[config.mk]
export PLATFORM = sky130hd
export DESIGN_NAME = quad_decoder_flat
export DESIGN_NICKNAME = d
export VERILOG_FILES = /design/src/rtl/quad_decoder_pkg.sv /design/src/rtl/quad_decoder_if.sv /design/src/rtl/quad_sync_filter.sv /design/src/rtl/quad_decoder.sv /design/src/flat_wrapper.sv
export SDC_FILE = /design/constraint.sdc
export NUM_CORES = 1
export LEC_CHECK = 0
export BUFFER_PORTS_ARGS = -buffer_cell sky130_fd_sc_hd__buf_2
export CAP_MARGIN = 20
export CORE_AREA = 2 2 70 72
export CTS_CLUSTER_DIAMETER = 30
export DETAILED_ROUTE_END_ITERATION = 8
export DIE_AREA = 0 0 72 74
export GPL_ROUTABILITY_DRIVEN = 0
export GPL_TIMING_DRIVEN = 0
export PLACE_DENSITY_LB_ADDON = 0.25
export SLEW_MARGIN = 10
export SYNTH_ARGS = -nofsm -noshare
export SYNTH_HDL_FRONTEND = slang
export SYNTH_SLANG_ARGS = --single-unit
export TNS_END_PERCENT = 30
[constraint.sdc]
create_clock -name CLK -period 3.61 [get_ports CLK]
set_input_delay 0.1805 -clock CLK [delete_from_list [all_inputs] [get_ports CLK]]
set_output_delay 0.1805 -clock CLK [all_outputs]
set_load 0.005 [all_outputs]
[src/rtl/quad_decoder_pkg.sv]
// Shared definitions for the quadrature decoder: phase encodings, step codes
// and the Gray-code transition classifier.
package quad_pkg;

  // Phase state encodings, {A, B}
  localparam logic [1:0] S00 = 2'b00;
  localparam logic [1:0] S10 = 2'b10;
  localparam logic [1:0] S11 = 2'b11;
  localparam logic [1:0] S01 = 2'b01;

  // Default number of consecutive stable samples for the glitch filter
  localparam int FILT_DEFAULT = 3;

  typedef enum logic [1:0] {
    STEP_NONE    = 2'd0,
    STEP_UP      = 2'd1,
    STEP_DOWN    = 2'd2,
    STEP_ILLEGAL = 2'd3
  } step_t;

  // Next phase in the up (A leads B) direction
  function automatic logic [1:0] phase_next(input logic [1:0] ph);
    case (ph)
      S00:     return S10;
      S10:     return S11;
      S11:     return S01;
      default: return S00;
    endcase
  endfunction

  // Classify a phase transition: equal, forward neighbour, reverse neighbour,
  // or a double-bit jump that cannot be attributed to a direction.
  function automatic step_t classify(input logic [1:0] prev, input logic [1:0] cur);
    if (cur == prev)                  return STEP_NONE;
    else if (cur == phase_next(prev)) return STEP_UP;
    else if (prev == phase_next(cur)) return STEP_DOWN;
    else                              return STEP_ILLEGAL;
  endfunction

endpackage

[src/rtl/quad_decoder_if.sv]
// Encoder pin / control / status bundle for the quadrature decoder.
// slave = decoder side, master = board pins plus the controller reading position.
interface quad_decoder_if #(parameter int WIDTH = 16);
  logic             A;
  logic             B;
  logic             I;
  logic             en;
  logic             clr;
  logic             idx_clr_en;
  logic             err_clr;
  logic [WIDTH-1:0] pos;
  logic             dir;
  logic             step;
  logic             idx;
  logic             err;

  modport master (
    output A, B, I, en, clr, idx_clr_en, err_clr,
    input  pos, dir, step, idx, err
  );

  modport slave (
    input  A, B, I, en, clr, idx_clr_en, err_clr,
    output pos, dir, step, idx, err
  );
endinterface

[src/rtl/quad_sync_filter.sv]
// One encoder input bit: 2-FF synchroniser followed by a stability filter.
// The filtered output only follows the synced bit once it has differed for
// FILT consecutive edges; shorter pulses are dropped.
module quad_sync_filter import quad_pkg::*; #(
  parameter int FILT = FILT_DEFAULT
) (
  input  logic CLK,
  input  logic Reset_n,
  input  logic d,
  output logic q,
  output logic settled
);

  localparam int CW = (FILT > 1) ? $clog2(FILT) : 1;

  logic          sync1_reg;
  logic          sync2_reg;
  logic          primed1_reg;
  logic          primed2_reg;
  logic          filt_reg;
  logic [CW-1:0] cnt_reg;

  // Synchronise the asynchronous pin; primed marks when sync2 holds a real sample
  always_ff @(posedge CLK or negedge Reset_n) begin
    if (!Reset_n) begin
      sync1_reg   <= 1'b0;
      sync2_reg   <= 1'b0;
      primed1_reg <= 1'b0;
      primed2_reg <= 1'b0;
    end else begin
      sync1_reg   <= d;
      sync2_reg   <= sync1_reg;
      primed1_reg <= 1'b1;
      primed2_reg <= primed1_reg;
    end
  end

  // Count consecutive disagreeing samples; adopt the new level on the FILT-th one
  always_ff @(posedge CLK or negedge Reset_n) begin
    if (!Reset_n) begin
      filt_reg <= 1'b0;
      cnt_reg  <= '0;
    end else if (sync2_reg == filt_reg) begin
      cnt_reg  <= '0;
    end else if (cnt_reg == CW'(FILT - 1)) begin
      filt_reg <= sync2_reg;
      cnt_reg  <= '0;
    end else begin
      cnt_reg  <= cnt_reg + CW'(1);
    end
  end

  assign q       = filt_reg;
  // Filtered value reflects the pin and no change is pending
  assign settled = primed2_reg && (sync2_reg == filt_reg);

endmodule

[src/rtl/quad_decoder.sv]
// Quadrature decoder top: filters A/B/I, decodes Gray-code phase steps and
// keeps a wrapping position counter with direction, step, index and error flags.
module quad_decoder import quad_pkg::*; #(
  parameter int WIDTH = 16,
  parameter int FILT  = FILT_DEFAULT
) (
  input  logic          CLK,
  input  logic          Reset_n,
  quad_decoder_if.slave bus
);

  logic [2:0]       raw_in;
  logic [2:0]       filt_q;
  logic [2:0]       filt_settled;
  logic [1:0]       ab;
  logic             i_filt;
  logic             idx_rise;
  logic             counting;
  step_t            code;

  logic [1:0]       ph_reg;
  logic             init_reg;
  logic             i_prev_reg;
  logic [WIDTH-1:0] pos_reg;
  logic             dir_reg;
  logic             step_reg;
  logic             idx_reg;
  logic             err_reg;

  assign raw_in = {bus.I, bus.B, bus.A};

  for (genvar gi = 0; gi < 3; gi++) begin : g_in
    quad_sync_filter #(.FILT(FILT)) u_filt (
      .CLK     (CLK),
      .Reset_n (Reset_n),
      .d       (raw_in[gi]),
      .q       (filt_q[gi]),
      .settled (filt_settled[gi])
    );
  end

  assign ab       = {filt_q[0], filt_q[1]};
  assign i_filt   = filt_q[2];
  assign idx_rise = i_filt & ~i_prev_reg;
  assign counting = bus.en & ~init_reg;
  assign code     = classify(ph_reg, ab);

  // Phase state always follows filtered AB (also resyncs after an illegal jump);
  // init holds off decoding until the input path has settled after reset or enable
  always_ff @(posedge CLK or negedge Reset_n) begin
    if (!Reset_n) begin
      ph_reg   <= S00;
      init_reg <= 1'b1;
    end else begin
      ph_reg <= ab;
      if (!bus.en)
        init_reg <= 1'b1;
      else if (init_reg && (&filt_settled))
        init_reg <= 1'b0;
    end
  end

  // Index edge detect; idx pulses on every filtered rising edge of I
  always_ff @(posedge CLK or negedge Reset_n) begin
    if (!Reset_n) begin
      i_prev_reg <= 1'b0;
      idx_reg    <= 1'b0;
    end else begin
      i_prev_reg <= i_filt;
      idx_reg    <= idx_rise;
    end
  end

  // Position counter: clr beats index clear beats step; a step still updates dir/step when cleared
  always_ff @(posedge CLK or negedge Reset_n) begin
    if (!Reset_n) begin
      pos_reg  <= '0;
      dir_reg  <= 1'b0;
      step_reg <= 1'b0;
    end else begin
      step_reg <= 1'b0;
      if (bus.clr)
        pos_reg <= '0;
      else if (bus.en && idx_rise && bus.idx_clr_en)
        pos_reg <= '0;
      else if (counting && code == STEP_UP)
        pos_reg <= pos_reg + WIDTH'(1);
      else if (counting && code == STEP_DOWN)
        pos_reg <= pos_reg - WIDTH'(1);

      if (counting && (code == STEP_UP || code == STEP_DOWN)) begin
        dir_reg  <= (code == STEP_UP);
        step_reg <= 1'b1;
      end
    end
  end

  // Sticky error; a fresh illegal transition outranks err_clr
  always_ff @(posedge CLK or negedge Reset_n) begin
    if (!Reset_n)
      err_reg <= 1'b0;
    else if (counting && code == STEP_ILLEGAL)
      err_reg <= 1'b1;
    else if (bus.err_clr)
      err_reg <= 1'b0;
  end

  assign bus.pos  = pos_reg;
  assign bus.dir  = dir_reg;
  assign bus.step = step_reg;
  assign bus.idx  = idx_reg;
  assign bus.err  = err_reg;

endmodule

[src/flat_wrapper.sv]
// flat-port wrapper written by rule: the top's interface ports become plain ports
module quad_decoder_flat import quad_pkg::*;
#(
  parameter int WIDTH = 16,
  parameter int FILT  = FILT_DEFAULT
)
  (CLK, Reset_n, bus_A, bus_B, bus_I, bus_en, bus_clr, bus_idx_clr_en, bus_err_clr, bus_pos, bus_dir, bus_step, bus_idx, bus_err);
  quad_decoder_if #(.WIDTH(WIDTH)) bus_i ();
  input  logic CLK;
  input  logic Reset_n;
  input wire logic [$bits(bus_i.A)-1:0] bus_A;
  input wire logic [$bits(bus_i.B)-1:0] bus_B;
  input wire logic [$bits(bus_i.I)-1:0] bus_I;
  input wire logic [$bits(bus_i.en)-1:0] bus_en;
  input wire logic [$bits(bus_i.clr)-1:0] bus_clr;
  input wire logic [$bits(bus_i.idx_clr_en)-1:0] bus_idx_clr_en;
  input wire logic [$bits(bus_i.err_clr)-1:0] bus_err_clr;
  output wire logic [$bits(bus_i.pos)-1:0] bus_pos;
  output wire logic [$bits(bus_i.dir)-1:0] bus_dir;
  output wire logic [$bits(bus_i.step)-1:0] bus_step;
  output wire logic [$bits(bus_i.idx)-1:0] bus_idx;
  output wire logic [$bits(bus_i.err)-1:0] bus_err;
  assign bus_i.A = bus_A;
  assign bus_i.B = bus_B;
  assign bus_i.I = bus_I;
  assign bus_i.en = bus_en;
  assign bus_i.clr = bus_clr;
  assign bus_i.idx_clr_en = bus_idx_clr_en;
  assign bus_i.err_clr = bus_err_clr;
  assign bus_pos = bus_i.pos;
  assign bus_dir = bus_i.dir;
  assign bus_step = bus_i.step;
  assign bus_idx = bus_i.idx;
  assign bus_err = bus_i.err;
  quad_decoder #(.WIDTH(WIDTH), .FILT(FILT)) u_core (.CLK(CLK), .Reset_n(Reset_n), .bus(bus_i));
endmodule
* After elaboration in Yosys (flattened, before gate mapping)
Index checks and enable logic that the tools add are counted.
** Cells by class
- $add $sub $neg :: 5
- Eq/ne operators :: 17
- Multiplexer cells :: 23
- Bitwise logic cells :: 7
- Reduce and logical (&&, ||, !) cells :: 19
** Operator list (number)
- 16-bit two-way mux :: 4
- 2-bit two-way mux :: 11
- 2-bit equality test (second input constant) :: 9
- 16-bit by 1-bit adder with 16-bit output (second input constant) :: 1
- 16-bit by 1-bit subtractor with 16-bit output (second input constant) :: 1
- 2-bit case mux with 3 select lines :: 2
- 1-bit logical AND :: 10
- 2-bit by 1-bit adder with 2-bit output (second input constant) :: 3
- 2-bit equality test :: 3
- 1-bit two-way mux :: 6
- 2-bit AND reduction :: 3
- 1-bit NOT :: 5
- 2-bit zero test :: 2
- 4-bit nonzero test :: 1
- 1-bit equality test :: 3
- 3-bit AND reduction :: 1
- 1-bit AND :: 2
- 2-bit by 1-bit equality test with 1-bit output (second input constant) :: 1
- 2-bit by 1-bit != test with 1-bit output (second input constant) :: 1
- 2-bit nonzero test :: 1
- 1-bit logical OR :: 1
** Word-level totals
- Flip-flop bits (word level) :: 41
- Input port bits :: 9
- Logic and storage cells :: 93

* Depth between registers and ports, before layout
Gate-level depths: netlist of run 1.
- Depth in word-level cells :: 16
- Gate-level depth with buffers :: 13
- Mapped depth without buffers :: 12

* Cells and area by module
From an unflattened synthesis of run 1, not the netlist that was laid out.
** Second synthesis, totals
- Cells, all modules :: 241
- Area total of the unflattened synthesis :: 2457.4 um2
** Modules (own cells, without submodules)
- quad_decoder :: times used 1, cells an instance 199, area an instance 1751.7 um2, sequential area each 601.8 um2
- quad_sync_filter :: times used 3, cells an instance 14, area an instance 235.2 um2, sequential area each 175.2 um2

* Least setup slack after synthesis of run 1
No wires, ideal clock.
- Path type :: register -> register
- Start :: register u_core.g_in[0].u_filt.filt_reg
- End :: register u_core.pos_reg[13], in the netlist u_core.bus.pos[13]
- Arrival time :: 3.387 ns
- Path slack :: 0.096 ns
- Stages on the path, launching flop included :: 14
- Cells stage by stage :: dfrtp_1 > clkbuf_1 > nor2_1 > a21o_1 > o21ai_0 > ha_1 > nand2_1 > ha_1 > a2111oi_0 > o211ai_1 > nand3_2 > a21oi_2 > o21a_1 > a311o_1
** On the way
- Word-level cells in the longest chain between the ends :: 13
** Ends and longest elaborated chain
- start: declaration :: line quad_sync_filter.sv:20 : logic filt_reg;
- start signal: assignment :: line quad_sync_filter.sv:46 : filt_reg <= sync2_reg;
- 2-bit equality test / 2-bit zero test (equally long branches) :: line quad_decoder_pkg.sv:23 : case (ph)
- 2-bit case mux with 3 select lines :: line quad_decoder_pkg.sv:23
- 2-bit two-way mux :: line quad_decoder_pkg.sv:35 : else if (cur == phase_next(prev)) return STEP_UP;
- 2-bit two-way mux :: line quad_decoder_pkg.sv:34 : if (cur == prev) return STEP_NONE;
- 2-bit equality test :: line quad_decoder_pkg.sv:36 : else if (prev == phase_next(cur)) return STEP_DOWN;
- 1-bit two-way mux :: line quad_decoder_pkg.sv:36
- 2-bit two-way mux :: line quad_decoder_pkg.sv:35
- 2-bit two-way mux (*) :: line quad_decoder_pkg.sv:34
- 2-bit by 1-bit equality test with 1-bit output :: line quad_decoder.sv:86 : else if (counting && code == STEP_UP)
- 1-bit logical AND :: line quad_decoder.sv:86
- 16-bit two-way mux :: line quad_decoder.sv:86
- 16-bit two-way mux :: line quad_decoder.sv:84 : else if (bus.en && idx_rise && bus.idx_clr_en)
- 16-bit two-way mux :: line quad_decoder.sv:82 : if (bus.clr)
- end signal: assignment :: line quad_decoder.sv:87 : pos_reg <= pos_reg + WIDTH'(1);
- end signal: assignment :: line quad_decoder.sv:89 : pos_reg <= pos_reg - WIDTH'(1);
- end: declaration :: line quad_decoder.sv:24 : logic [WIDTH-1:0] pos_reg;
Mark *: on every way between the ends. The rest lies on a longest branch, timed or not. The select of a mux whose other input is x is not followed.
A chain may end at the register's enable or synchronous reset.

* Final worst setup path of run 1
Ends and elaborated chain as after synthesis.

==> flow_summary.toml, run 1 <==
[synthesis]
syn_area_per_cell_sq_um = 9.966
syn-num-nets = 261
synth_edf_count = 0
async_flop_share_pct = 100.0
synth_commonest_cells = "dfrtp_1, nand2_1, ha_1"
ys_ff_latch = 41
syn_inst = 232
yosys_warnings = 0
yosys-top-cells-area = "dfrtp_1, ha_1, xnor2_1"
ys.flop_type = "dfrtp_1"
synth_top_area_share_pct = 43.29
netlist_area_sq_um = 2312
yosysSeqAreaShare_pct = 44.43
synth_area_leader_cell = "dfrtp_1"
yosysMostFrequentCell = "dfrtp_1"
ys_types = 46

[final_layout]
largest_reg_flops = 16
nNetsFinal = 298
syn_to_final_growth_pct = 15.80
drive_gt1_share_pct = 18.89
diodes = 0
n_fill_cell = 387

[setup_path]
critPathRequiredTime_ps = 3800
path_class = "flip-flop to flip-flop"
max_stage_delay_ps = 460
r2r_end = "u_core.bus.pos[13]"
path_buf_inv = 0
cp-start-kind = "flip-flop"
path_cells = "nor2_1, a21o_1, o21ai_1, ha_2, nand2_4, ha_1, a2111oi_1, o211ai_1, nand3_2, a21oi_2, o21a_1, a311o_1"
arrival_ps = 3540
crit_fanout = 23
slowest_stage = "a2111oi_1"
crit_family = "compound AO/OA/AOI/OAI gates"
critPathLaunch = "u_core.g_in[0].u_filt.q"
cp-endpoint = "u_core.bus.pos[13]"
path_depth = 12
rr_worst_depth = 12
critPathCaptureType = "flip-flop"
r2r_slack_ps = 260
reg2reg_from = "u_core.g_in[0].u_filt.q"

[grt]
grt_pass1_wl_um = 7900
antenna_found_initial = 0
grt_max_degree = 42
first_global_vias = 1677
grt.overflow.total = 0
grtUsageTotal_pct = 19.13

[timing]
period_share_pct = 92.69
rsz0062_at_grt = "no"
postLayoutSetupSlackWorst_ps = 263.9
fmax_mhz = 298.9
clock_skew_ps = 11.44
slew_headroom_pct = 39.43
finalSetupViolCount = 0
layout_min_cycle_time_ps = 3346
setup_tns_ps = 0
hold_violations = 0
slew_violations = 0
worstMarginPinSlew_ps = 908.5

[floorplanning]
core_sq_um = 4598
ios = 29
die_h_um = 74
fp.dieArea_sq_um = 5328
num_rows = 25
die_width_um = 72
start_util_pct = 50.29

[clock_tree]
cts.path.max_buffers = 2
clk_pin_slew_ps = 90
numCtsBuffers = 5
clockRootBuffer = "clkbuf_8"
clock-sinks = 41
cts_tree = "built"
clk_latency_ps = 300
htreeDepth = 2

[outcome]
outcome = "finished clean"

[drt]
drt_iter0_drc = 93
vias = 1818
drc = 0
post_drt_wl_per_cell_um = 14.13
wl_um = 4578
viasPerCell = 5.611
antenna_left = 0
first_pass_iters = 5

[power]
powerDensity_nw_per_um2 = 632.2
peakVddDrop_v = 0.0002808
p_leak_nw = 1.332

[hold_path]
min_path_type = "input pin to async pin"

[flow_run]
maxCapViolations = 0

[place]
pre_cts_ws_ps = -477.9
hpwl_um = 3193
portBuffers = 28
[where the power goes]
part           internal [mW]  switching (mW)  leakage (nW)
clock                  0.208           0.166        0.0554
combinational          0.321           0.358         0.747
sequential             0.558          0.0828         0.529
[logic make-up (layout without fill, tap and decap cells)]
family / after synthesis / after routing / share of synthesized area [%]
AND/OR/NAND/NOR: 80 / 80 / 16.99
AO/OA/AOI/OAI: 56 / 56 / 16.83
flip-flops: 41 / 41 / 44.43
adder cells (fa/ha/maj): 20 / 20 / 11.15
XOR/XNOR: 14 / 14 / 5.303
buffers and inverters: 14 / 52 / 2.327
multiplexers: 6 / 6 / 2.814
other: 1 / 1 / 0.1622
[per-stage QoR]
stage                     power [mW]  area (sq um)  util [%]  instances  hold slack [ps]
after floorplan                1.148          2312         -        232           -115.1
after global placement         1.279          2520     54.80        314            288.0
after detailed placement       1.300          2520     54.80        314            289.8
after CTS                      1.688          2665     57.96        324            37.02
after global routing           1.829          2678     58.23        324            63.96
final                          1.693          2678     58.23        324            4.402
[worst min path at each step]
stage,startpoint,end,slack [ps]
CTS,Reset_n,u_core.bus.err,40
detailed placement,bus_I,u_core.g_in[2].u_filt.sync1_reg,290
global route,bus_err_clr,u_core.bus.err,60
floorplan,Reset_n,u_core.bus.dir,-120
finish,Reset_n,u_core.bus.step,4
global placement,bus_B,u_core.g_in[1].u_filt.sync1_reg,290
[what timing repair did]
action	CTS	global route
endpoints found under the setup margin	9	8
resized for setup	2	5
hold buffers	3	0
pin swaps	0	1
hold endpoints to repair	3	0
buffers inserted	0	0
[layout by cell type (no fill, tap or decap), types with 2 or more instances in the layout]
master	n
dfrtp_1	39
nand2_1	29
buf_2	29
ha_1	18
a21oi_1	16
xnor2_1	13
nand3_1	11
nor2_1	9
nor3_1	9
inv_1	8
a21o_1	7
nor2b_1	7
clkbuf_1	5
clkbuf_8	5
o21ai_0	4
a31oi_1	4
mux2_2	4
o211ai_1	3
o21a_1	3
nor3b_1	3
o21bai_1	3
a211oi_1	3
dlygate4sd3_1	3
o21ai_1	2
mux2i_1	2
nand4_1	2
and3_1	2
o31ai_1	2
[routing by layer]
layer / part of all wire [%] / global-route usage [%] / up-vias
li1: - / - / 903
met1: 51 / 27.46 / 867
met2: 44 / 29.53 / 40
met3: 4.2 / 4.065 / 8
met4: 1.3 / 5.660 / 0
met5: 0 / 0 / -
[final cells by class]
type / count / area, sq um / area share, %
Tap cell: 54 / 67.56 / 2.523
Clock inverter: 2 / 38.79 / 1.449
Sequential cell: 41 / 1028 / 38.41
Multi-Input combinational cell: 177 / 1250 / 46.68
Timing Repair Buffer: 31 / 170.2 / 6.355
Clock buffer: 6 / 72.57 / 2.710
Buffer: 5 / 20.02 / 0.7477
Inverter: 8 / 30.03 / 1.121
Power figures use the tool's default switching activity.
==> inputs of run 2 (changes only) <==
- CORE_AREA: 2 2 70 72 -> 2 2 78 65
- DIE_AREA: 0 0 72 74 -> 0 0 80 67
- REMOVE_ABC_BUFFERS: unset -> 1
==> run 2 against run 1 <==
Sequential cell count unchanged. Die area increased by 0.60%. Clock-buffer cell count decreased by 1. Non-clock buffer count decreased by 4. Register-to-register slack about the same. Critical path type unchanged.
==> flow_summary.toml, run 2 (same netlist as run 1, synthesis figures left out) <==
[outcome]
outcome = "finished clean"

[flow_run]
maxCapViolations = 0

[timing]
setup_tns_ps = 0
slew_violations = 0
clock_skew_ps = 4.721
layout_min_cycle_time_ps = 3331
slew_headroom_pct = 41.28
rsz0062_at_grt = "no"
hold_slack_ps = 2.298
finalSetupViolCount = 0
worstMarginPinSlew_ps = 880.9
fmax_mhz = 300.2
period_share_pct = 92.28
hold_violations = 0

[clock_tree]
clock-sinks = 41
htreeDepth = 2
clk_latency_ps = 290
cts.path.max_buffers = 2
clk_pin_slew_ps = 80
post_cts_buffers = 0
clockRootBuffer = "clkbuf_8"
numCtsBuffers = 5
cts_tree = "built"

[setup_path]
crit_family = "compound AO/OA/AOI/OAI gates"
cp-start-kind = "flip-flop"
path_cells = "nor2_1, a21o_1, o21ai_1, ha_2, nand2_4, ha_1, a2111oi_0, o211ai_1, nand3_2, a21oi_2, o21a_1, a311o_1"
r2r_end = "u_core.bus.pos[13]"
r2r_slack_ps = 280
reg2reg_from = "u_core.g_in[0].u_filt.q"
slowest_stage = "dfrtp_2"
critPathRequiredTime_ps = 3790
crit_fanout = 23
path_class = "flip-flop to flip-flop"
max_stage_delay_ps = 450
critPathCaptureType = "flip-flop"
rr_worst_depth = 12
path_buf_inv = 0
arrival_ps = 3520

[floorplanning]
core_sq_um = 4514
ios = 29
fp.dieArea_sq_um = 5360
num_rows = 22
start_util_pct = 51.22
die_h_um = 67
die_width_um = 80

[final_layout]
largest_reg_flops = 16
diodes = 0
fin_util_pct = 59.17
most-common-layout-cells = "dfrtp_1, nand2_1, buf_2"
drive_gt1_share_pct = 19.17
mostFrequentLayoutCell = "dfrtp_1"
syn_to_final_growth_pct = 15.53
nNetsFinal = 294

[power]
powerDensity_nw_per_um2 = 628.3
total_power_mw = 1.678
peakVddDrop_v = 0.0003143
p_leak_nw = 1.326

[drt]
post_drt_wl_per_cell_um = 13.54
viasPerCell = 5.479
antenna_left = 0
first_pass_iters = 4
drc = 0
vias = 1786
wl_um = 4414
drt_iter0_drc = 60

[grt]
grtUsageTotal_pct = 18.73
grt_max_degree = 42
first_global_vias = 1699
antenna_found_initial = 0
grt.overflow.total = 0
grt_pass1_wl_um = 7721

[place]
hpwl_um = 3127
portBuffers = 28

[hold_path]
min_path_type = "input pin to async pin"
## run 2: layout make-up
| cell class | count | area (sq um) |
|---|---|---|
| fill | 417 | 1843 |
| sequential | 41 | 1028 |
| timing repair buffer | 32 | 181.4 |
| inverter | 8 | 30.03 |
| clock buffer | 5 | 68.82 |
| tap | 60 | 75.07 |
| multi-input combinational | 177 | 1241 |
| clock inverter | 3 | 46.29 |
## run 2: stage by stage
stage | setup slack [ps] | instances | instance area, sq um
after CTS | 10.29 | 326 | 2668
final | 278.8 | 326 | 2671
after global routing | 34.04 | 326 | 2671
after floorplan | 222.9 | 226 | 2288
after detailed placement | -416.0 | 315 | 2515
after global placement | -305.0 | 314 | 2504
## run 2: repair_timing
| item | in CTS | in global routing |
|---|---|---|
| setup endpoints to repair | 9 | 8 |
| hold buffers | 3 | 0 |
| hold endpoints to repair | 3 | 0 |
| pin swaps | 0 | 0 |
| gates resized for setup | 2 | 3 |
## run 2: how the worst max path moves through the flow
stage                                 start                  to  slack (ps)  cells after the start
global route        u_core.g_in[0].u_filt.q  u_core.bus.pos[13]          30                     12
finish              u_core.g_in[0].u_filt.q  u_core.bus.pos[13]         280                     12
floorplan           u_core.g_in[0].u_filt.q  u_core.bus.pos[13]         220                     12
CTS                 u_core.g_in[0].u_filt.q  u_core.bus.pos[13]          10                     12
detailed placement  u_core.g_in[0].u_filt.q  u_core.bus.pos[13]        -420                     12
global placement    u_core.g_in[0].u_filt.q  u_core.bus.pos[13]        -310                     12
## run 2: power by group
part           internal, mW  switching (mW)  total [mW]
registers             0.558          0.0822       0.640
logic                 0.316           0.350       0.666
clock network         0.207           0.166       0.373
total                  1.08           0.598        1.68
## run 2: per-layer routing
layer  routed length, um  global-route usage [%]  share of wire, %
met3                 142                   3.794               3.2
met4                  49                   6.356               1.1
met1                2237                   25.39                51
met2                1984                   30.00                45
met5                   0                       0                 0
==> inputs of run 3 (changes only) <==
- GPL_ROUTABILITY_DRIVEN: 0 -> unset
- RECOVER_POWER: unset -> 50
==> run 3 against run 2 <==
The run now ends with capacitance limit, slew limit left. First-iteration DRC count is the same. Sequential share of layout area is essentially flat. Highest routed layer unchanged. Cell count is the same. Critical path depth is the same. Register-to-register slack hardly changed. Final area about the same. Clock skew barely moved. Wire length fell by 0.20%. Global-route usage unchanged. Combinational power about the same. Clock power hardly changed.
==> flow_summary.toml, run 3 (same netlist as run 1, synthesis figures left out) <==
[drt]
drt_iter0_drc = 60
antenna_left = 0
post_drt_wl_per_cell_um = 13.51
viasPerCell = 5.491
first_pass_iters = 4
drc = 0
vias = 1790
wl_um = 4405

[place]
routabilityCongestion = 0.8238
portBuffers = 28
hpwl_um = 3127

[floorplanning]
core_sq_um = 4514
start_util_pct = 51.22
ios = 29
die_h_um = 67
fp.dieArea_sq_um = 5360
die_width_um = 80
num_rows = 22

[clock_tree]
clock-sinks = 41
htreeDepth = 2
cts.path.max_buffers = 2
post_cts_buffers = 0
numCtsBuffers = 5
clockRootBuffer = "clkbuf_8"
cts_tree = "built"
clk_pin_slew_ps = 80
clk_latency_ps = 300

[grt]
grt_pass1_wl_um = 7721
grt_max_degree = 42
grtUsageTotal_pct = 18.73
grt.overflow.total = 0
antenna_found_initial = 0
first_global_vias = 1699

[power]
p_int_mw = 1.080
swShare_pct = 35.64
p_sw_mw = 0.5981
comb_power_share_pct = 39.7
pwr-share-seq_pct = 38.1
peakVddDrop_v = 0.0003142
p_clk_share_pct = 22.2
powerDensity_nw_per_um2 = 628.6
p_leak_nw = 1.323
total_power_mw = 1.678

[setup_path]
critPathCaptureType = "flip-flop"
max_stage_delay_ps = 450
slowest_stage = "dfrtp_2"
crit_fanout = 23
r2r_slack_ps = 280
critPathRequiredTime_ps = 3790
cp-start-kind = "flip-flop"
arrival_ps = 3520
path_cells = "nor2_1, a21o_1, o21ai_1, ha_2, nand2_4, ha_1, a2111oi_0, o211ai_1, nand3_2, a21oi_2, o21a_1, a311o_1"
path_class = "flip-flop to flip-flop"
rr_worst_depth = 12

[final_layout]
syn_to_final_growth_pct = 15.48
diodes = 0
drive_gt1_share_pct = 18.80
regArea_sq_um = 1028
n_fill_cell = 417
largest_reg_flops = 16
multi_input_area_sq_um = 1241
nNetsFinal = 294
mostFrequentLayoutCell = "dfrtp_1"
most-common-layout-cells = "dfrtp_1, nand2_1, buf_2"

[flow_run]
maxCapViolations = 1

[timing]
layout_min_cycle_time_ps = 3332
fmax_mhz = 300.2
slew_headroom_pct = -40.29
clock_skew_ps = 4.731
rsz0062_at_grt = "no"
finalSetupViolCount = 0
worstMarginPinSlew_ps = 2104
hold_violations = 0
slew_violations = 42
period_share_pct = 92.29
hold_slack_ps = 53.34

[hold_path]
hold_path_depth = 2
min_path_type = "input pin to flip-flop"

[outcome]
outcome = "finished with violations"
violations = "capacitance limit, slew limit"
==> run 3: cell types whose count changed in the layout (fill, tap and decap cells not counted), sizes merged <==
cell,before,now
buf,29,28
clkbuf,5,6
==> run 3: what timing repair did <==
item,in CTS,in global routing
gates resized for setup,2,3
hold buffers,3,0
hold endpoints to repair,3,0
setup endpoints to repair,9,8
==> run 3: layout make-up <==
type	count	area share, %
Timing Repair Buffer	32	6.748
Clock inverter	3	1.734
Tap cell	60	2.812
Clock buffer	5	2.577
Sequential cell	41	38.52
Inverter	8	1.125
Multi-Input combinational cell	177	46.49
==> run 3: power groups by stage <==
stage / logic (mW) / clock network [mW] / registers [mW]
after global routing: 0.750 / 0.404 / 0.657
after global placement: 0.631 / 0 / 0.643
after floorplan: 0.507 / 0 / 0.634
after CTS: 0.664 / 0.382 / 0.639
final: 0.666 / 0.373 / 0.640
after detailed placement: 0.644 / 0 / 0.648
==> run 3: worst paths after layout <==
check | start | endpoint
setup / recovery | u_core.g_in[0].u_filt.q | u_core.bus.pos[13]
hold / removal | bus_en | u_core.init_reg
setup reg to reg | u_core.g_in[0].u_filt.q | u_core.bus.pos[13]
hold reg to reg | u_core.g_in[2].u_filt.sync1_reg | u_core.g_in[2].u_filt.sync2_reg
max in group asynchronous | Reset_n | u_core.g_in[0].u_filt.q
min in group asynchronous | Reset_n | u_core.bus.pos[2]
==> run 3: routing by layer <==
| layer | global-route usage, % | up-vias | share of wire [%] |
|---|---|---|---|
| met5 | 0 | - | 0 |
| met2 | 30.00 | 33 | 45 |
| met3 | 3.794 | 5 | 3.5 |
| met4 | 6.356 | 0 | 1.1 |
| li1 | - | 897 | - |
| met1 | 25.39 | 855 | 50 |
==> run 3: worst max-delay path, delay by kind of cell, from the launching register on <==
| family | cells | cell delay [ps] |
|---|---|---|
| flip-flops | 1 | 450 |
| AO/OA/AOI/OAI | 7 | 1620 |
| adder cells (fa/ha/maj) | 2 | 720 |
| AND/OR/NAND/NOR | 3 | 420 |
==> run 3: stage by stage <==
step           setup TNS [ps]  std cells  utilization (%)  setup WS [ps]  area [sq um]
6_report                    0        326            59.15          278.4          2670
5_1_grt                     0        326            59.15          34.04          2670
4_1_cts                     0        326            59.09          10.29          2668
3_5_place_dp            -2186        315            55.71         -416.0          2515
3_3_place_gp            -1381        314            55.46         -305.0          2504
2_1_floorplan               0        226                -          222.9          2288
